### src/rtl/branch_unit.sv
// Branch/jump resolution for the RV32I execute stage: combinational taken/redirect
// decision plus free-running branch/jump statistics counters.
module branch_unit #(
  parameter int XLEN  = 32,
  parameter int CNT_W = 32
) (
  input  logic             clk,
  input  logic             rst,
  input  logic [4:0]       brOp,
  input  logic [XLEN-1:0]  ruRs1,
  input  logic [XLEN-1:0]  ruRs2,
  output logic             nextPcSrc,
  output logic             brIllegal,
  output logic [CNT_W-1:0] brCount,
  output logic [CNT_W-1:0] takenCount,
  output logic [CNT_W-1:0] jumpCount
);

  // funct3 compare; reserved encodings 010/011 never take
  function automatic logic branchCond(input logic [2:0] f3,
                                      input logic [XLEN-1:0] a,
                                      input logic [XLEN-1:0] b);
    logic signed [XLEN-1:0] sa;
    logic signed [XLEN-1:0] sb;
    sa = a;
    sb = b;
    case (f3)
      3'b000:  return a == b;
      3'b001:  return a != b;
      3'b100:  return sa < sb;
      3'b101:  return sa >= sb;
      3'b110:  return a < b;
      3'b111:  return a >= b;
      default: return 1'b0;
    endcase
  endfunction

  logic isJump;
  logic isCond;
  logic isReserved;
  logic condValid;
  logic condTaken;

  always_comb begin
    isJump     = brOp[4];
    isCond     = (brOp[4:3] == 2'b01);
    isReserved = isCond && (brOp[2:1] == 2'b01);
    condValid  = isCond && !isReserved;
    condTaken  = condValid && branchCond(brOp[2:0], ruRs1, ruRs2);
    nextPcSrc  = !rst && (isJump || condTaken);
    brIllegal  = !rst && isReserved;
  end

  // statistics counters, wrap modulo 2^CNT_W
  always_ff @(posedge clk) begin
    if (rst) begin
      brCount    <= '0;
      takenCount <= '0;
      jumpCount  <= '0;
    end else begin
      if (condValid) brCount    <= brCount + CNT_W'(1);
      if (condTaken) takenCount <= takenCount + CNT_W'(1);
      if (isJump)    jumpCount  <= jumpCount + CNT_W'(1);
    end
  end

endmodule

### config.mk
export PLATFORM = sky130hd
export DESIGN_NAME = branch_unit
export DESIGN_NICKNAME = d
export VERILOG_FILES = /design/src/rtl/branch_unit.sv
export SDC_FILE = /design/constraint.sdc
export NUM_CORES = 1
export LEC_CHECK = 0
export CAP_MARGIN = 20
export CORE_MARGIN = 10
export CORE_UTILIZATION = 43
export DETAILED_ROUTE_END_ITERATION = 7
export PLACE_DENSITY = 0.77
export SYNTH_ARGS = -nofsm -noshare
export SYNTH_HDL_FRONTEND = slang
export SYNTH_SLANG_ARGS = --single-unit
### constraint.sdc
create_clock -name clk -period 4.6 [get_ports clk]
set_input_delay 1.38 -clock clk [delete_from_list [all_inputs] [get_ports clk]]
set_output_delay 1.38 -clock clk [all_outputs]
set_load 0.01 [all_outputs]
* Word level (Yosys, flattened, before mapping)
Index checks and enable logic that the tools add are counted.
Storage, ports and cells: bits of input ports 71, bits in latches 0, ROM bits 0, memories kept 0, RAM bits 0, register bits after elaboration 96
Cells by class: equality and inequality tests 9, magnitude comparators 4, div/mod/pow operators 0, shift operators 0, $add $sub $neg 3, reduce and logical (&&, ||, !) cells 9, $mul 0, bitwise operators 0, muxes and demuxes 1
Operators by type and width (count):
- 32-bit by 1-bit adder with 32-bit output (second input constant) | 3
- 32-bit >= comparator | 2
- 32-bit less-than comparator | 2
- 32-bit equality test | 1
- 32-bit != test | 1
- 3-bit equality test (second input constant) | 4
- 1-bit one-hot mux with 6 select lines | 1
- 1-bit logical AND | 5
- 2-bit by 1-bit equality test with 1-bit output (second input constant) | 2
- 3-bit by 1-bit equality test with 1-bit output (second input constant) | 1
- 3-bit logical NOT | 1
- 1-bit logical NOT | 2
- 1-bit logical OR | 1

* Logic depth before layout (Yosys ltp)
Gate-level depths: netlist of run 1.
word-level depth 7, depth in mapped cells 10, mapped depth without buffers 9

* Least setup slack after synthesis of run 1
Ideal clock, no wire load.
path type input -> output, start in ruRs2[31], end out nextPcSrc, cell stages on the path 9, buffers on the path 1, data arrival time 3.305 ns, slack -0.085 ns, required time 3.220 ns, cell sequence inv_1 > ha_1 > nand4_4 > or4_4 > nor2_4 > o2bb2ai_2 > o211ai_4 > buf_6 > a31oi_1
On the way: word-level cells in the longest chain between the ends 5, elaborated cells on any way between the ends 10, those cells by class order compare: 4; eq/ne: 2; mux: 1; reduce/logical: 3
RTL lines:
- start: declaration | line 11 | input logic [XLEN-1:0] ruRs2,
- 32-bit >= comparator, or another cell as far along | line 33 | 3'b111: return a >= b;
- 1-bit one-hot mux with 6 select lines (*) | line 27 | case (f3)
- 1-bit logical AND (*) | line 49 | condTaken = condValid && branchCond(brOp[2:0], ruRs1, ruRs2);
- 1-bit logical OR (*) | line 50 | nextPcSrc = !rst && (isJump || condTaken);
- 1-bit logical AND (*) | line 50
- end: declaration | line 12 | output logic nextPcSrc,
Mark *: on every way between the ends. The rest lies on a longest branch, timed or not.

* Worst setup path in the final report of run 1
start in ruRs2[25], end out nextPcSrc
Same word-level chain as after synthesis.

==> flow_metrics.py, run 1 <==
metrics = {
    "route": {
        "ant_nets": 0,
        "wl_um": 16700,
        "vias": 5441,
        "wl_per_cell_um": 15.9,
        "drt_iter0_markers": 240,
        "firstDrtPassIters": 4,
        "vias_per_cell": 5.19,
        "drc_errors": 0,
    },
    "timing": {
        "slew_headroom_pct": 39.5,
        "period_needed_ps": 4690,
        "setup_violations": 1,
        "period_share_pct": 102,
        "hold_viol": 0,
        "skew_ps": 4.44,
        "fin_ws_ps": -89.1,
        "rsz0062_at_grt": "yes",
        "max_clock_freq_mhz": 213,
        "maxSlewViolCount": 0,
        "max_slew.worst_pin.slew_ps": 907,
    },
    "status": {
        "status": "complete, but fails checks",
        "violations": "setup timing",
    },
    "layout": {
        "diodes": 0,
        "n_fill_cell": 1067,
        "syn2layout_area_growth_pct": 49.0,
        "final_cell_mix": "102 x clkdlybuf4s50_1, 98 x nor2_1, 96 x dfxtp_1",
        "final_common_cell": "clkdlybuf4s50_1",
        "stdcell_area_um2": 8370,
        "drive_gt1_share_pct": 25.5,
        "fin_nets": 978,
        "final-instance-count-excl-fill": 1048,
    },
    "clock_tree": {
        "ctsHtreeMaxLevel": 3,
        "path_clk_slew_ps": 60,
        "postCtsHoldBufs": 0,
        "cts_sinks": 96,
        "clk-insertion-delay-late_ps": 350,
        "cts_made_buffers": 9,
        "cts_tree": "done",
        "cts_buffer_depth": 2,
        "clockRootBuffer": "clkbuf_16",
    },
    "floorplanning": {
        "start_util_pct": 44.1,
        "rows": 41,
        "dieArea_um2": 18000,
        "die_y_um": 134,
        "die_width_um": 134,
        "core_region_area_um2": 12700,
        "io_pins": 169,
    },
    "synth": {
        "synthCells": 672,
        "syn_avg_cell_area_um2": 8.35,
        "synth.largest_area_cell": "dfxtp_1",
        "ys_seq_area_share_pct": 34.2,
        "synth_edf_count": 0,
        "netlist_area_um2": 5610,
        "synthArstFlopShare_pct": 0,
        "ys_types": 54,
        "synthFlopType": "dfxtp_1",
        "ys_warn_count": 0,
        "syn-num-nets": 778,
        "ys_ff_latch": 96,
        "synth_top_area_share_pct": 34.2,
        "synth.top_cells.by_area": "dfxtp_1 34%, ha_1 7.8%, nor2_1 6.6%",
    },
    "run": {
        "max_cap_viol_count": 0,
    },
    "critical_path": {
        "slowest_stage": "or4_4",
        "worst_path_largest_cell_delay_ps": 530,
        "required_ps": 3220,
        "crit_type": "in -> out",
        "crit_chain": "buf_8 > inv_4 > ha_4 > nand4_1 > buf_4 > or4_4 > nor2_4 > o2bb2ai_4 > o211ai_4 > a31oi_4 > buf_6",
        "startpoint_type": "input pin",
        "cp-end-kind": "primary output",
        "critical_path.startpoint": "ruRs2[25]",
        "worst-r2r-setup-slack_ps": 2070,
        "cp.arrival_ps": 3310,
        "timing.critical_path.to": "nextPcSrc",
        "worst-path-max-fanout": 3,
        "timing.rr.start": "takenCount[0]",
        "reg2reg_to": "takenCount[28]",
        "reg2reg_depth": 8,
    },
    "placed_design": {
        "port_buffers": 168,
        "placed_cells": 1016,
        "dpl_cell_area_um2": 7610,
        "dpl.hpwl_um": 11700,
        "routabilityCongestion": 0.780,
    },
    "global_route": {
        "antenna_found_initial": 0,
        "grt-ovfl-total": 0,
        "grt_first_pass_wirelength_um": 26800,
        "grt_pass1_vias": 5429,
        "grt_max_degree": 94,
        "gr-usage-all-layers_pct": 17.8,
    },
    "hold_path": {
        "hold_class": "reg -> reg",
    },
    "pwr": {
        "power_density_nw_per_um2": 221,
        "vdd_drop_max_v": 0.000218,
        "p_leak_nw": 3.17,
    },
}
final cells by class:
type	count	area, um^2	area share [%]
repair buffers	212	1880	22.5
clock buffers	9	225	2.69
inverters	42	163	1.94
multi-input cells	511	3890	46.6
flip-flops and latches	96	1920	23.0
clock inverters	6	67.6	0.808
well taps	172	215	2.57
per-layer routing:
layer	track usage [%]	vias to the layer above	routed length, um
li1	-	2721	-
met5	0	-	0
met1	19.8	2532	6950
met4	7.13	0	531
met2	30.2	146	8140
met3	6.20	42	1040
state kept, by name, summed over array words and instances, names as in the netlist:
signal and count:
brCount 32, jumpCount 32, takenCount 32
how the worst min path moves through the flow:
stage                        from             to  cells past startpoint
floorplan           jumpCount[24]  jumpCount[24]                      2
global placement    jumpCount[30]  jumpCount[30]                      2
detailed placement  jumpCount[30]  jumpCount[30]                      2
CTS                 jumpCount[30]  jumpCount[30]                      2
global route        jumpCount[24]  jumpCount[24]                      2
finish              jumpCount[30]  jumpCount[30]                      2
logic make-up after synthesis:
| kind of cell | share of synthesized area [%] |
|---|---|
| fa+ha+maj | 7.80 |
| xor+xnor | 8.27 |
| compound gates | 9.58 |
| simple gates | 29.0 |
| mux | 6.20 |
| buf+inv | 4.97 |
| flops | 34.2 |
metrics by stage:
step	setup TNS [ps]	setup WS [ps]	hold slack, ps	util, %	power [mW]
floorplan	0	28.6	510	-	0.963
global placement	-896	-896	486	59.9	1.07
detailed placement	-970	-970	496	59.9	1.07
CTS	-85.1	-85.1	505	65.9	1.86
global route	-165	-165	532	65.8	1.93
finish	-89.1	-89.1	505	65.8	1.85
synthesized netlist by cell type (4+ instances only):
cell / n
a211oi_1: 5
a21o_1: 5
a21oi_1: 46
and2_1: 6
and3_1: 14
and4_1: 6
clkbuf_1: 14
dfxtp_1: 96
ha_1: 35
inv_1: 42
mux2_1: 9
mux2_2: 21
nand2_1: 37
nand3_1: 46
nand4_1: 28
nor2_1: 98
nor2b_1: 31
nor3_1: 5
nor4_2: 4
o21ai_0: 14
or3_1: 12
xnor2_1: 19
xor2_1: 34
what timing repair did:
action                                 in CTS  in global routing
pin swaps                                  40                 37
buffers inserted                            8                  9
resized for setup                         211                 83
endpoints found under the hold margin       0                  0
setup endpoints to repair                   1                  1
where the power goes:
group          internal, mW  switching [mW]  leakage (nW)  total (mW)
Sequential            0.834         0.00479         0.773       0.839
Combinational         0.139           0.128          2.26       0.267
Clock                 0.421           0.326         0.138       0.747
critical path, delay by kind of cell:
kind                       cells  cell delay [ps]
buffers and inverters          4              410
adders and majority gates      1              260
and+or+nand+nor                3              840
AOI/OAI and AO/OA              3              420
(Power assumes the default switching activity.)
==> inputs of run 2 (changes only) <==
--- a/config.mk
+++ b/config.mk
@@ -9,7 +9,7 @@
 export CORE_MARGIN = 10
 export CORE_UTILIZATION = 43
 export DETAILED_ROUTE_END_ITERATION = 7
-export PLACE_DENSITY = 0.77
+export PLACE_DENSITY = 0.88
 export SYNTH_ARGS = -nofsm -noshare
 export SYNTH_HDL_FRONTEND = slang
 export SYNTH_SLANG_ARGS = --single-unit
==> flow_metrics.py, run 2 (synthesis results as in run 1) <==
metrics = {
    "timing": {
        "fin_ws_ps": -62.3,
        "fin_tns_setup_ps": -62.3,
        "maxSlewViolCount": 0,
        "max_clock_freq_mhz": 214,
        "skew_ps": 6.96,
        "slew_headroom_pct": 44.3,
        "rsz0062_at_grt": "yes",
        "whs_ps": 502,
        "period_needed_ps": 4660,
        "hold_viol": 0,
        "setup_violations": 1,
        "period_share_pct": 101,
        "max_slew.worst_pin.slew_ps": 829,
    },
    "placed_design": {
        "dpl_worst_slack_ps": -982,
        "placed_cells": 1016,
        "dpl.hpwl_um": 12000,
        "port_buffers": 168,
        "routabilityCongestion": 0.802,
    },
    "clock_tree": {
        "cts_sinks": 96,
        "cts_buffer_depth": 2,
        "postCtsHoldBufs": 0,
        "ctsHtreeMaxLevel": 3,
        "clk-insertion-delay-late_ps": 340,
        "cts_tree": "done",
        "clockRootBuffer": "clkbuf_16",
        "path_clk_slew_ps": 60,
        "cts_made_buffers": 9,
    },
    "pwr": {
        "power_mw": 1.83,
        "vdd_drop_max_v": 0.000198,
        "p_leak_nw": 3.16,
        "power_density_nw_per_um2": 219,
    },
    "critical_path": {
        "crit_buf_inv": 4,
        "startpoint_type": "input pin",
        "worst-path-max-fanout": 3,
        "crit_type": "in -> out",
        "crit_chain": "buf_2 > inv_2 > ha_4 > nand4_1 > buf_4 > nor4_4 > nand4b_1 > nand4_1 > nand4_2 > a31oi_4 > buf_6",
        "required_ps": 3220,
        "slowest_stage": "nor4_4",
        "cp_top_family": "simple AND/OR/NAND/NOR gates",
        "crit_top_cell": "nand4_1",
        "worst_path_largest_cell_delay_ps": 360,
        "cp.arrival_ps": 3280,
        "cp-end-kind": "primary output",
    },
    "layout": {
        "reg_top3": "brCount: 32 flops, jumpCount: 32 flops, takenCount: 32 flops",
        "fin_nets": 975,
        "drive_gt1_share_pct": 24.9,
        "syn2layout_area_growth_pct": 48.7,
        "final-instance-count-excl-fill": 1048,
        "final_cell_mix": "101 x clkdlybuf4s50_1, 98 x nor2_1, 96 x dfxtp_1",
        "final_common_cell": "clkdlybuf4s50_1",
    },
    "status": {
        "violations": "setup timing",
        "status": "complete, but fails checks",
    },
    "route": {
        "wl_um": 16900,
        "vias": 5468,
        "firstDrtPassIters": 5,
        "vias_per_cell": 5.22,
        "drc_errors": 0,
        "ant_nets": 0,
        "wl_per_cell_um": 16.1,
        "drt_iter0_markers": 263,
    },
    "global_route": {
        "grt_max_degree": 83,
        "grt-ovfl-total": 0,
        "antenna_found_initial": 2,
        "grt_pass1_vias": 5574,
        "gr-usage-all-layers_pct": 18.3,
        "grt_first_pass_wirelength_um": 27500,
    },
    "floorplanning": {
        "die_y_um": 134,
        "io_pins": 169,
        "die_width_um": 134,
        "start_util_pct": 44.1,
        "rows": 41,
        "dieArea_um2": 18000,
        "core_region_area_um2": 12700,
    },
    "hold_path": {
        "hold_class": "reg -> reg",
    },
    "run": {
        "max_cap_viol_count": 0,
    },
}
-- run 2: path summary, 6_finish.rpt --
path | from | end | slack, ps | depth (start not counted)
min reg2reg | jumpCount[24] | jumpCount[24] | 500 | 2
min | jumpCount[24] | jumpCount[24] | 500 | 2
max | ruRs2[16] | nextPcSrc | -60 | 11
max reg2reg | takenCount[0] | takenCount[25] | 2010 | 7
-- run 2: routing by layer --
metal  global-route usage (%)  wire (um)  up-vias
li1                         -          -     2728
met1                     19.9       6840     2566
met2                     32.5       8580      139
met3                     5.97       1020       35
met4                     6.29        445        0
met5                        0          0        -
-- run 2: worst reg2reg max path, stage by stage, from the launching register on --
cell and delay (ps):
dfxtp_1 410, nand3_1 250, nor3_1 750, nand3_1 150, nor2_1 280, nand4_1 150, a21oi_1 160, mux2_2 340
-- run 2: where the power goes --
part	switching (mW)	internal, mW	total (mW)	leakage [nW]
sequential	0.00483	0.834	0.839	0.773
clock	0.339	0.375	0.713	0.131
combinational	0.133	0.145	0.278	2.26
-- run 2: area by class of cell --
cell class	count	area, um^2
Tap cell	172	215
Clock buffer	10	229
Antenna cell	2	5.00
Multi-Input combinational cell	511	3900
Timing Repair Buffer	209	1870
Fill cell	1034	4380
Inverter	42	160
Sequential cell	96	1920
Clock inverter	6	52.6
-- run 2: through the flow --
stage	utilization [%]	cell area, um^2
2_1_floorplan	-	5640
3_3_place_gp	59.9	7610
3_5_place_dp	59.9	7610
4_1_cts	65.6	8340
5_1_grt	65.6	8350
6_report	65.6	8350
-- run 2: timing repair --
action / 4_1_cts / 5_1_grt
endpoints found under the setup margin: 1 / 2
hold endpoints to repair: 0 / 0
gates cloned: 0 / 0
gates resized for setup: 275 / 26
buffers inserted: 11 / 3
pin swaps: 47 / 19
